File: src/rtl/parallel_match_aligner.sv
// parallel_match_aligner: locks onto the detector's first match offset and emits stream words re-aligned to bit 0.
// Define PMA_RECHECK_EN to recheck the sync bit once per frame and drop lock after NUM_Miss consecutive misses.
module parallel_match_aligner #(
  parameter int WID_Bitstream = 8,
  parameter int LAT_Position = 2,
  parameter int NUM_Frame = 16,
  parameter int NUM_Miss = 3,
  localparam int OW = $clog2(WID_Bitstream)
) (
  input  logic                     local_PMA_clk,
  input  logic                     local_PMA_reset,
  input  logic                     local_PMA_newstream,
  input  logic [WID_Bitstream-1:0] local_PMA_bitstream,
  input  logic [WID_Bitstream-1:0] local_PMA_position,
  output logic                     PMA_local_busy,
  output logic                     PMA_local_locked,
  output logic [OW-1:0]            PMA_local_offset,
  output logic [WID_Bitstream-1:0] PMA_local_data,
  output logic                     PMA_local_valid,
  input  logic                     local_PMA_ready,
  output logic                     PMA_local_overflow
);
  if (NUM_Frame < 2 || NUM_Miss < 1 || LAT_Position < 1) begin : g_bad_cfg
    $error("parallel_match_aligner: invalid parameters");
  end
  typedef enum logic [1:0] {IDLE, SEARCH, LOCKED} state_t;
  state_t state, state_nx;
  logic [WID_Bitstream-1:0] dl [LAT_Position+1];
  logic [WID_Bitstream-1:0] aligned;
  logic [OW-1:0] low;
  logic lose;
  // dl[LAT_Position-1] is d[n], the word the current mask describes; dl[LAT_Position] is d[n-1]
  always_ff @(posedge local_PMA_clk or posedge local_PMA_reset) begin
    if (local_PMA_reset) begin
      for (int k = 0; k <= LAT_Position; k++) dl[k] <= '0;
    end else begin
      dl[0] <= local_PMA_bitstream;
      for (int k = 1; k <= LAT_Position; k++) dl[k] <= dl[k-1];
    end
  end
  assign aligned = WID_Bitstream'({dl[LAT_Position-1], dl[LAT_Position]} >> PMA_local_offset);
  always_comb begin
    low = '0;
    for (int i = WID_Bitstream-1; i >= 0; i--) if (local_PMA_position[i]) low = OW'(i);
  end
`ifdef PMA_RECHECK_EN
  localparam int FW = $clog2(NUM_Frame);
  localparam int MW = $clog2(NUM_Miss+1);
  logic [FW-1:0] frame;
  logic [MW-1:0] miss;
  logic boundary, hit;
  assign boundary = state == LOCKED && frame == FW'(NUM_Frame-1);
  assign hit = local_PMA_position[PMA_local_offset];
  assign lose = boundary && !hit && miss == MW'(NUM_Miss-1);
  always_ff @(posedge local_PMA_clk or posedge local_PMA_reset) begin
    if (local_PMA_reset) begin
      frame <= '0;
      miss <= '0;
    end else if (local_PMA_newstream || state != LOCKED) begin
      frame <= '0;
      miss <= '0;
    end else begin
      frame <= boundary ? '0 : frame + 1'b1;
      if (boundary) miss <= hit ? '0 : miss + 1'b1;
    end
  end
`else
  assign lose = 1'b0;
`endif
  always_comb begin
    state_nx = IDLE;
    if (local_PMA_newstream) state_nx = SEARCH;
    else
      case (state)
        IDLE:    state_nx = IDLE;
        SEARCH:  state_nx = |local_PMA_position ? LOCKED : SEARCH;
        LOCKED:  state_nx = lose ? SEARCH : LOCKED;
        default: state_nx = IDLE;
      endcase
  end
  always_ff @(posedge local_PMA_clk or posedge local_PMA_reset) begin
    if (local_PMA_reset) state <= IDLE;
    else state <= state_nx;
  end
  assign PMA_local_busy = state != IDLE;
  assign PMA_local_locked = state == LOCKED;
  // an unaccepted word is overwritten rather than stalling the stream
  always_ff @(posedge local_PMA_clk or posedge local_PMA_reset) begin
    if (local_PMA_reset) begin
      PMA_local_offset <= '0;
      PMA_local_data <= '0;
      PMA_local_valid <= 1'b0;
      PMA_local_overflow <= 1'b0;
    end else if (local_PMA_newstream) begin
      PMA_local_offset <= '0;
      PMA_local_valid <= 1'b0;
      PMA_local_overflow <= 1'b0;
    end else if (state == SEARCH && |local_PMA_position) begin
      PMA_local_offset <= low;
    end else if (state == LOCKED && !lose) begin
      PMA_local_data <= aligned;
      PMA_local_valid <= 1'b1;
      if (PMA_local_valid && !local_PMA_ready) PMA_local_overflow <= 1'b1;
    end else if (state == LOCKED || local_PMA_ready) begin
      PMA_local_valid <= 1'b0;
    end
  end
endmodule

File: config.mk
export PLATFORM = sky130hd
export DESIGN_NAME = parallel_match_aligner
export DESIGN_NICKNAME = d
export VERILOG_FILES = /design/src/rtl/parallel_match_aligner.sv
export SDC_FILE = /design/constraint.sdc
export NUM_CORES = 1
export LEC_CHECK = 0
export ABC_AREA = 1
export CELL_PAD_IN_SITES_DETAIL_PLACEMENT = 0
export CELL_PAD_IN_SITES_GLOBAL_PLACEMENT = 2
export CORE_UTILIZATION = 32
export DETAILED_ROUTE_END_ITERATION = 12
export PLACE_DENSITY = 0.83
export SLEW_MARGIN = 10
export SYNTH_ARGS = -nofsm -noshare
export SYNTH_HDL_FRONTEND = slang
export SYNTH_SLANG_ARGS = --single-unit
File: constraint.sdc
create_clock -name local_PMA_clk -period 2.3 [get_ports local_PMA_clk]
set_input_delay 0.345 -clock local_PMA_clk [delete_from_list [all_inputs] [get_ports local_PMA_clk]]
set_output_delay 0.345 -clock local_PMA_clk [all_outputs]
set_load 0.1 [all_outputs]
Word level (Yosys, flattened, before mapping)
Cells that the tools add are included.
- equal/unequal tests: 3
- shifts and indexed selects: 1
- multiplexer cells: 21
- bitwise gates (word level): 2
- reduce and logical (&&, ||, !) cells: 13
- operator list (operator ; count):
    3-bit two-way mux ; 10
    16-bit by 3-bit >> shifter with 8-bit output ; 1
    1-bit two-way mux ; 8
    2-bit nonzero test ; 4
    8-bit OR reduction ; 1
    3-bit AND reduction ; 2
    2-bit two-way mux ; 2
    2-bit case mux with 2 select lines ; 1
    3-bit nonzero test ; 1
    2-bit by 1-bit == test with 1-bit output (second input constant) ; 1
    2-bit == test (second input constant) ; 1
    1-bit logical AND ; 2
    2-bit inequality test (second input constant) ; 1
    1-bit NOT ; 2
    2-bit AND reduction ; 1
    1-bit zero test ; 1
    1-bit logical OR ; 1
- register bits: 39
- input port bits: 20
- output and inout port bits: 15
- word-level logic and storage cells: 48

Depth between registers and ports, before layout
Gate-level depths: netlist of run 1.
- word-level depth: 10
- mapped depth: 9
- depth with buffers taken out: 8

Worst setup path before layout of run 1
No wires, ideal clock.
- path kind: register to register
- from: register state[0]
- to: register PMA_local_overflow
- setup time: 0.074 ns
- arrival time: 1.777 ns
- data required time: 2.226 ns
- setup slack: 0.448 ns
- cell stages (with the launch flop): 7
- path buffers: 0
- period minus slack after synthesis: 1.852 ns
- cell sequence: dfrtp_1 -> inv_1 -> ha_1 -> inv_1 -> nor3_1 -> a21oi_1 -> nor2_1
- elaborated cells on any way between the ends: 6
- those cells by class: eq/ne: 3; reduce/logical: 3
- RTL lines (item ; line ; text):
    start: declaration ; 27 ; state_t state, state_nx;
    start signal: assignment ; 83 ; else state <= state_nx;
    2-bit == test ; -- ;
    net PMA_local_locked ; 16 ; output logic PMA_local_locked,
    2-bit nonzero test (no line) ; -- ;
    3-bit AND reduction (no line) ; -- ;
    end signal: assignment ; 93 ; PMA_local_overflow <= 1'b0;
    end signal: assignment ; 97 ; PMA_local_overflow <= 1'b0;
    end signal: assignment ; 103 ; if (PMA_local_valid && !local_PMA_ready) PMA_local_overflow <= 1'b1;
    end: declaration ; 21 ; output logic PMA_local_overflow
The timed path passes the listed nets, and every way through them passes these cells.
A chain may end at the register's enable or synchronous reset.

Worst setup path after layout of run 1
- from: register PMA_local_offset[0]
- to: output PMA_local_offset[0]
- RTL lines (item ; line ; text):
    start: declaration ; 17 ; output logic [OW-1:0] PMA_local_offset,
    start signal: assignment ; 99 ; PMA_local_offset <= low;
No word-level cell between the ends.

==> results of run 1 <==
metrics by stage:
| stage | worst slack, ps | cells |
|---|---|---|
| final | 599 | 317 |
| after global routing | 534 | 317 |
| after CTS | 579 | 317 |
| after detailed placement | 649 | 309 |
| after global placement | 693 | 309 |
| after floorplan | 448 | 209 |
routing by layer:
metal | wire (microns) | vias to the layer above
li1 | - | 735
met1 | 1830 | 645
met2 | 1760 | 29
met3 | 144 | 5
met4 | 42 | 0
met5 | 0 | -
cell families (layout without fill, tap and decap cells):
kind of cell | count (synthesis) | in the layout | synth area share [%]
buffers and inverters | 27 | 65 | 7.79
adder cells (fa/ha/maj) | 4 | 4 | 2.78
flip-flops | 39 | 39 | 54.2
AO/OA/AOI/OAI | 6 | 6 | 1.67
AND/OR/NAND/NOR | 133 | 133 | 33.5
cell type report:
class / count / area (sq um) / share of cell area (%)
sequential: 39 / 976 / 43.2
multi-input combinational: 143 / 683 / 30.2
timing repair buffer: 36 / 318 / 14.1
tap: 70 / 87.6 / 3.87
inverter: 21 / 83.8 / 3.71
clock buffer: 5 / 68.8 / 3.04
clock inverter: 3 / 43.8 / 1.94
sequential cells by signal (all words and copies together) (netlist names):
signal              flops
PMA_local_data          8
PMA_local_offset        3
PMA_local_overflow      1
PMA_local_valid         1
dl                     24
state                   2
where the power goes:
| group | switching (W) | total, W | leakage [nW] | internal, W |
|---|---|---|---|---|
| combinational | 0.000476 | 0.000620 | 0.607 | 0.000144 |
| sequential | 0.0000465 | 0.000800 | 0.476 | 0.000753 |
| clock | 0.000237 | 0.000560 | 0.0581 | 0.000323 |
| total | 0.000759 | 0.00198 | 1.14 | 0.00122 |
cell usage after synthesis:
| library cell | instances |
|---|---|
| inv_1 | 16 |
| nor2_2 | 1 |
| nand2_2 | 5 |
| o21ai_0 | 1 |
| ha_1 | 4 |
| inv_6 | 1 |
| nor3_1 | 2 |
| buf_2 | 2 |
| nand2_4 | 2 |
| nand3_2 | 2 |
| buf_12 | 1 |
| o21ai_1 | 2 |
| nand2_1 | 71 |
| nor2_1 | 4 |
| clkbuf_1 | 1 |
| nand3_1 | 45 |
| nand4_1 | 1 |
| dfrtp_1 | 39 |
| a21oi_1 | 3 |
| buf_6 | 2 |
| inv_2 | 4 |
path summary, 6_finish.rpt:
kind / start / end / slack (ps)
min in group asynchronous: local_PMA_reset / dl[19] / 460
max in group asynchronous: local_PMA_reset / dl[2] / 1500
setup reg to reg: PMA_local_offset[0] / PMA_local_data[6] / 820
setup / recovery: PMA_local_offset[0] / PMA_local_offset[0] / 600
hold reg to reg: dl[21] / dl[13] / 350
hold / removal: dl[21] / dl[13] / 350
==> out/qor.csv, run 1 <==
metric;value;unit
outcome;finished clean;
cp.depth;1;
fin_util;42.9;%
port_buffers;34;
layout-drive-gt1-share;16.2;%
gr-usage-met3;3.57;%
grtUsageTotal;14.9;%
maxCapViolCount;0;
power_density;876;mW/mm^2
drc;0;
ant_nets;0;
holdPathStages;0;
crit_chain;buf_4;
antenna_found_initial;0;
ir_drop;0.000564;V
ctsHoldBuffers;0;
design.die.area;0.00593;sq mm
placed_area;0.00215;sq mm
synth-seq-cells;39;
timing.fmax;588;MHz
cts_tree;built;
diodes;0;
fin_crit_sh;74.0;%
worstMarginPinSlew;525;ps
fin_nets;270;
fillers;577;
finalSetupViolCount;0;
area_delta_synth_final;25.7;%
rows;26;
cts_htree_levels;2;
fp.coreArea;0.00527;sq mm
cp_max_fo;13;
clock_latency;280;ps
synth_top_area_share;54.2;%
cts-resized-gates;0;
ys_warn_count;0;
cts.root.buffer_cell;clkbuf_8;
layout_commonest_cell;nand2_1;
grt_pass1_wl;6870;microns
syn-num-nets;233;
hold_violations;0;
finalPower;0.00198;W
holdWs;351;ps
cts_max_path_buffers;2;
synth_area;0.00180;sq mm
hpwl;2780;microns
p_leak;1.14;nW
start_kind;flip-flop;
syn_inst;209;
relSlewSlack;65.0;%
gr-total-overflow;0;
hp-class;reg2reg;
timing.critical_path.buf_inv;1;
drt_first_pass_iters;4;
fin_skew;5.03;ps
slowest_delay;670;ps
worstSetupPathType;reg2out;
start_util;34.1;%
crit_arrival;1360;ps
design_area;0.00226;sq mm
boundaryPins;35;
busiest_layer;met2;
final-max-slew-violation-count;0;
min_period;1700;ps
final_cell_mix;71 x nand2_1, 45 x nand3_1, 39 x dfrtp_1, 19 x clkdlybuf4s50_1, 17 x buf_4;
critPathRequiredTime;1960;ps
grt_pass1_vias;1462;
via_per_inst;4.46;
ys_seq_area_share;54.2;%
cts.sinks;39;
rsz0062_at_grt;false;
synth.distinct_cells;21;
drt_iter0_markers;79;
endpoint_kind;primary output;
die_y;77.0;microns
synth.avg_cell_area;8.61;sq um
grt.met2_usage;23.2;%
post_cts_buffers;0;
cts.clk_slew.worst_paths;80;ps
grt_max_degree;40;
r2r_cells;7;
netlist_top_cells_area;dfrtp_1 54%, nand2_1 15%, nand3_1 13%;
yosysTopAreaCell;dfrtp_1;
drt-total-wl;3780;microns
crit_family;flip-flops;
setup_tns;0;ps
cpMaxStageDelayCell;dfrtp_1;
die_w;77.0;microns
place_congestion;0.785;
grt_use_met1;20.3;%
wire_per_inst;11.9;microns
via_count;1414;
numCtsBuffers;5;
(Power assumes the default switching activity.)
==> run 2: changes to the inputs <==
Settings changed: CORE_UTILIZATION 32 to 27, PLACE_DENSITY 0.83 to 0.75.
Clock period 2.3 ns to 1.5 ns, I/O delays scaled along.
==> run 2 against run 1 <==
Hold slack got worse by 78 ps. Largest cell class unchanged. Via count is 3.3% higher. Critical path depth up 2. Clock skew is 1.1 ps higher. Critical path type unchanged. Highest routed layer unchanged. Sequential power increased by 57%.
==> out/qor.csv, run 2 (synthesized netlist as in run 1, its figures left out) <==
metric;value;unit
cts_htree_levels;2;
cp_max_fo;3;
drt_first_pass_iters;4;
maxCapViolCount;0;
hold_violations;0;
final-max-slew-violation-count;0;
start_util;28.2;%
boundaryPins;35;
ctsHoldBuffers;0;
place_congestion;0.728;
crit_family;flip-flops;
largest_register_ffs;24;
cts.root.buffer_cell;clkbuf_8;
hp-class;in2async;
drt-total-wl;3900;microns
layout-drive-gt1-share;19.2;%
rsz0062_at_grt;true;
area_delta_synth_final;38.1;%
cts.sinks;39;
design_area;0.00248;sq mm
wire_per_inst;11.9;microns
post_cts_buffers;0;
dpl.cell_count;319;
crit_arrival;1200;ps
grt_max_degree;40;
timing.fmax;700;MHz
p_leak;1.19;nW
numCtsBuffers;5;
fin_nets;273;
via_count;1461;
reg_top3;dl (24), PMA_local_data (8), PMA_local_offset (3);
finalSetupViolCount;0;
gr-total-overflow;0;
grtUsageTotal;12.6;%
diodes;0;
drt_iter0_markers;57;
stdcell_count;327;
final_cell_mix;71 x nand2_1, 45 x nand3_1, 36 x dfrtp_1, 19 x clkdlybuf4s50_1, 16 x buf_12;
timing.critical_path.buf_inv;2;
clock_latency;290;ps
drc;0;
outcome;finished clean;
placed_area;0.00239;sq mm
start_kind;flip-flop;
fin_skew;6.11;ps
fp.coreArea;0.00639;sq mm
grt_pass1_wl;6980;microns
cts-resized-gates;0;
hpwl;2870;microns
cpMaxStageDelayCell;dfrtp_1;
ir_drop;0.000943;V
port_buffers;34;
cts_max_path_buffers;2;
ant_nets;0;
critPathRequiredTime;1270;ps
fin_crit_sh;95.3;%
min_period;1430;ps
cts.clk_slew.worst_paths;80;ps
worstSetupPathType;reg2out;
power_density;1280;mW/mm^2
regMostFlops;dl;
layout_commonest_cell;nand2_1;
die_w;83.6;microns
via_per_inst;4.47;
die_y;83.6;microns
endpoint_kind;primary output;
slowest_delay;390;ps
fin_util;38.9;%
worstMarginPinSlew;337;ps
cts_tree;built;
antenna_found_initial;0;
grt_pass1_vias;1561;
relSlewSlack;77.5;%
crit_chain;inv_1 -> ha_2 -> buf_12;
design.die.area;0.00699;sq mm
rows;29;
-- run 2: changes by cell type in the layout (fill, tap and decap cells not counted), sizes merged --
| cell | delta |
|---|---|
| clkbuf | +1 |
| clkinvlp | +1 |
| clkinv | -1 |
| bufinv | -1 |
| buf | +3 |
-- run 2: worst min-delay path: stages --
cell	delay [ps]
clkdlybuf4s50_1	390
inv_1	90
buf_12	230
-- run 2: report_power, final --
group	internal [W]	switching, W	total (W)
logic	0.000414	0.000737	0.00115
registers	0.00116	0.000104	0.00126
clock network	0.000375	0.000384	0.000759
-- run 2: per-stage QoR --
step	hold slack, ps	setup WS [ps]	power [W]	TNS (ps)
2_1_floorplan	256	-19.2	0.00198	-19.2
3_3_place_gp	332	62.2	0.00244	0
3_5_place_dp	335	45.4	0.00244	0
4_1_cts	278	53.9	0.00320	0
5_1_grt	291	-14.0	0.00332	-14.0
6_report	273	70.8	0.00317	0
-- run 2: layout make-up --
cell class | count | area [sq um]
clock buffers | 6 | 82.6
clock inverters | 2 | 16.3
fillers | 658 | 3900
inverters | 21 | 83.8
multi-input cells | 143 | 686
flip-flops and latches | 39 | 980
well taps | 77 | 96.3
repair buffers | 39 | 541
-- run 2: final timing paths --
kind / slack (ps) / endpoint / startpoint / depth (start not counted)
max: 70 / PMA_local_locked / state[0] / 3
min: 270 / PMA_local_data[7] / local_PMA_reset / 3
max reg2reg: 170 / PMA_local_data[7] / PMA_local_offset[0] / 7
min reg2reg: 350 / dl[13] / dl[21] / 0
max in group asynchronous: 1020 / PMA_local_offset[1] / local_PMA_reset / 3
min in group local_PMA_clk: 350 / dl[13] / dl[21] / 0
-- run 2: per-layer routing --
layer | vias to the layer above | global-route usage (%) | wire length (microns)
li1 | 742 | - | -
met1 | 689 | 16.2 | 1890
met2 | 25 | 20.4 | 1850
met3 | 5 | 3.07 | 116
met4 | 0 | 4.78 | 43
met5 | - | 0 | 0
==> run 3: changes to the inputs <==
Settings changed: TNS_END_PERCENT from default to 50.
==> results of run 3 <==
Final layout, timing and power as in run 2 (identical DEF).
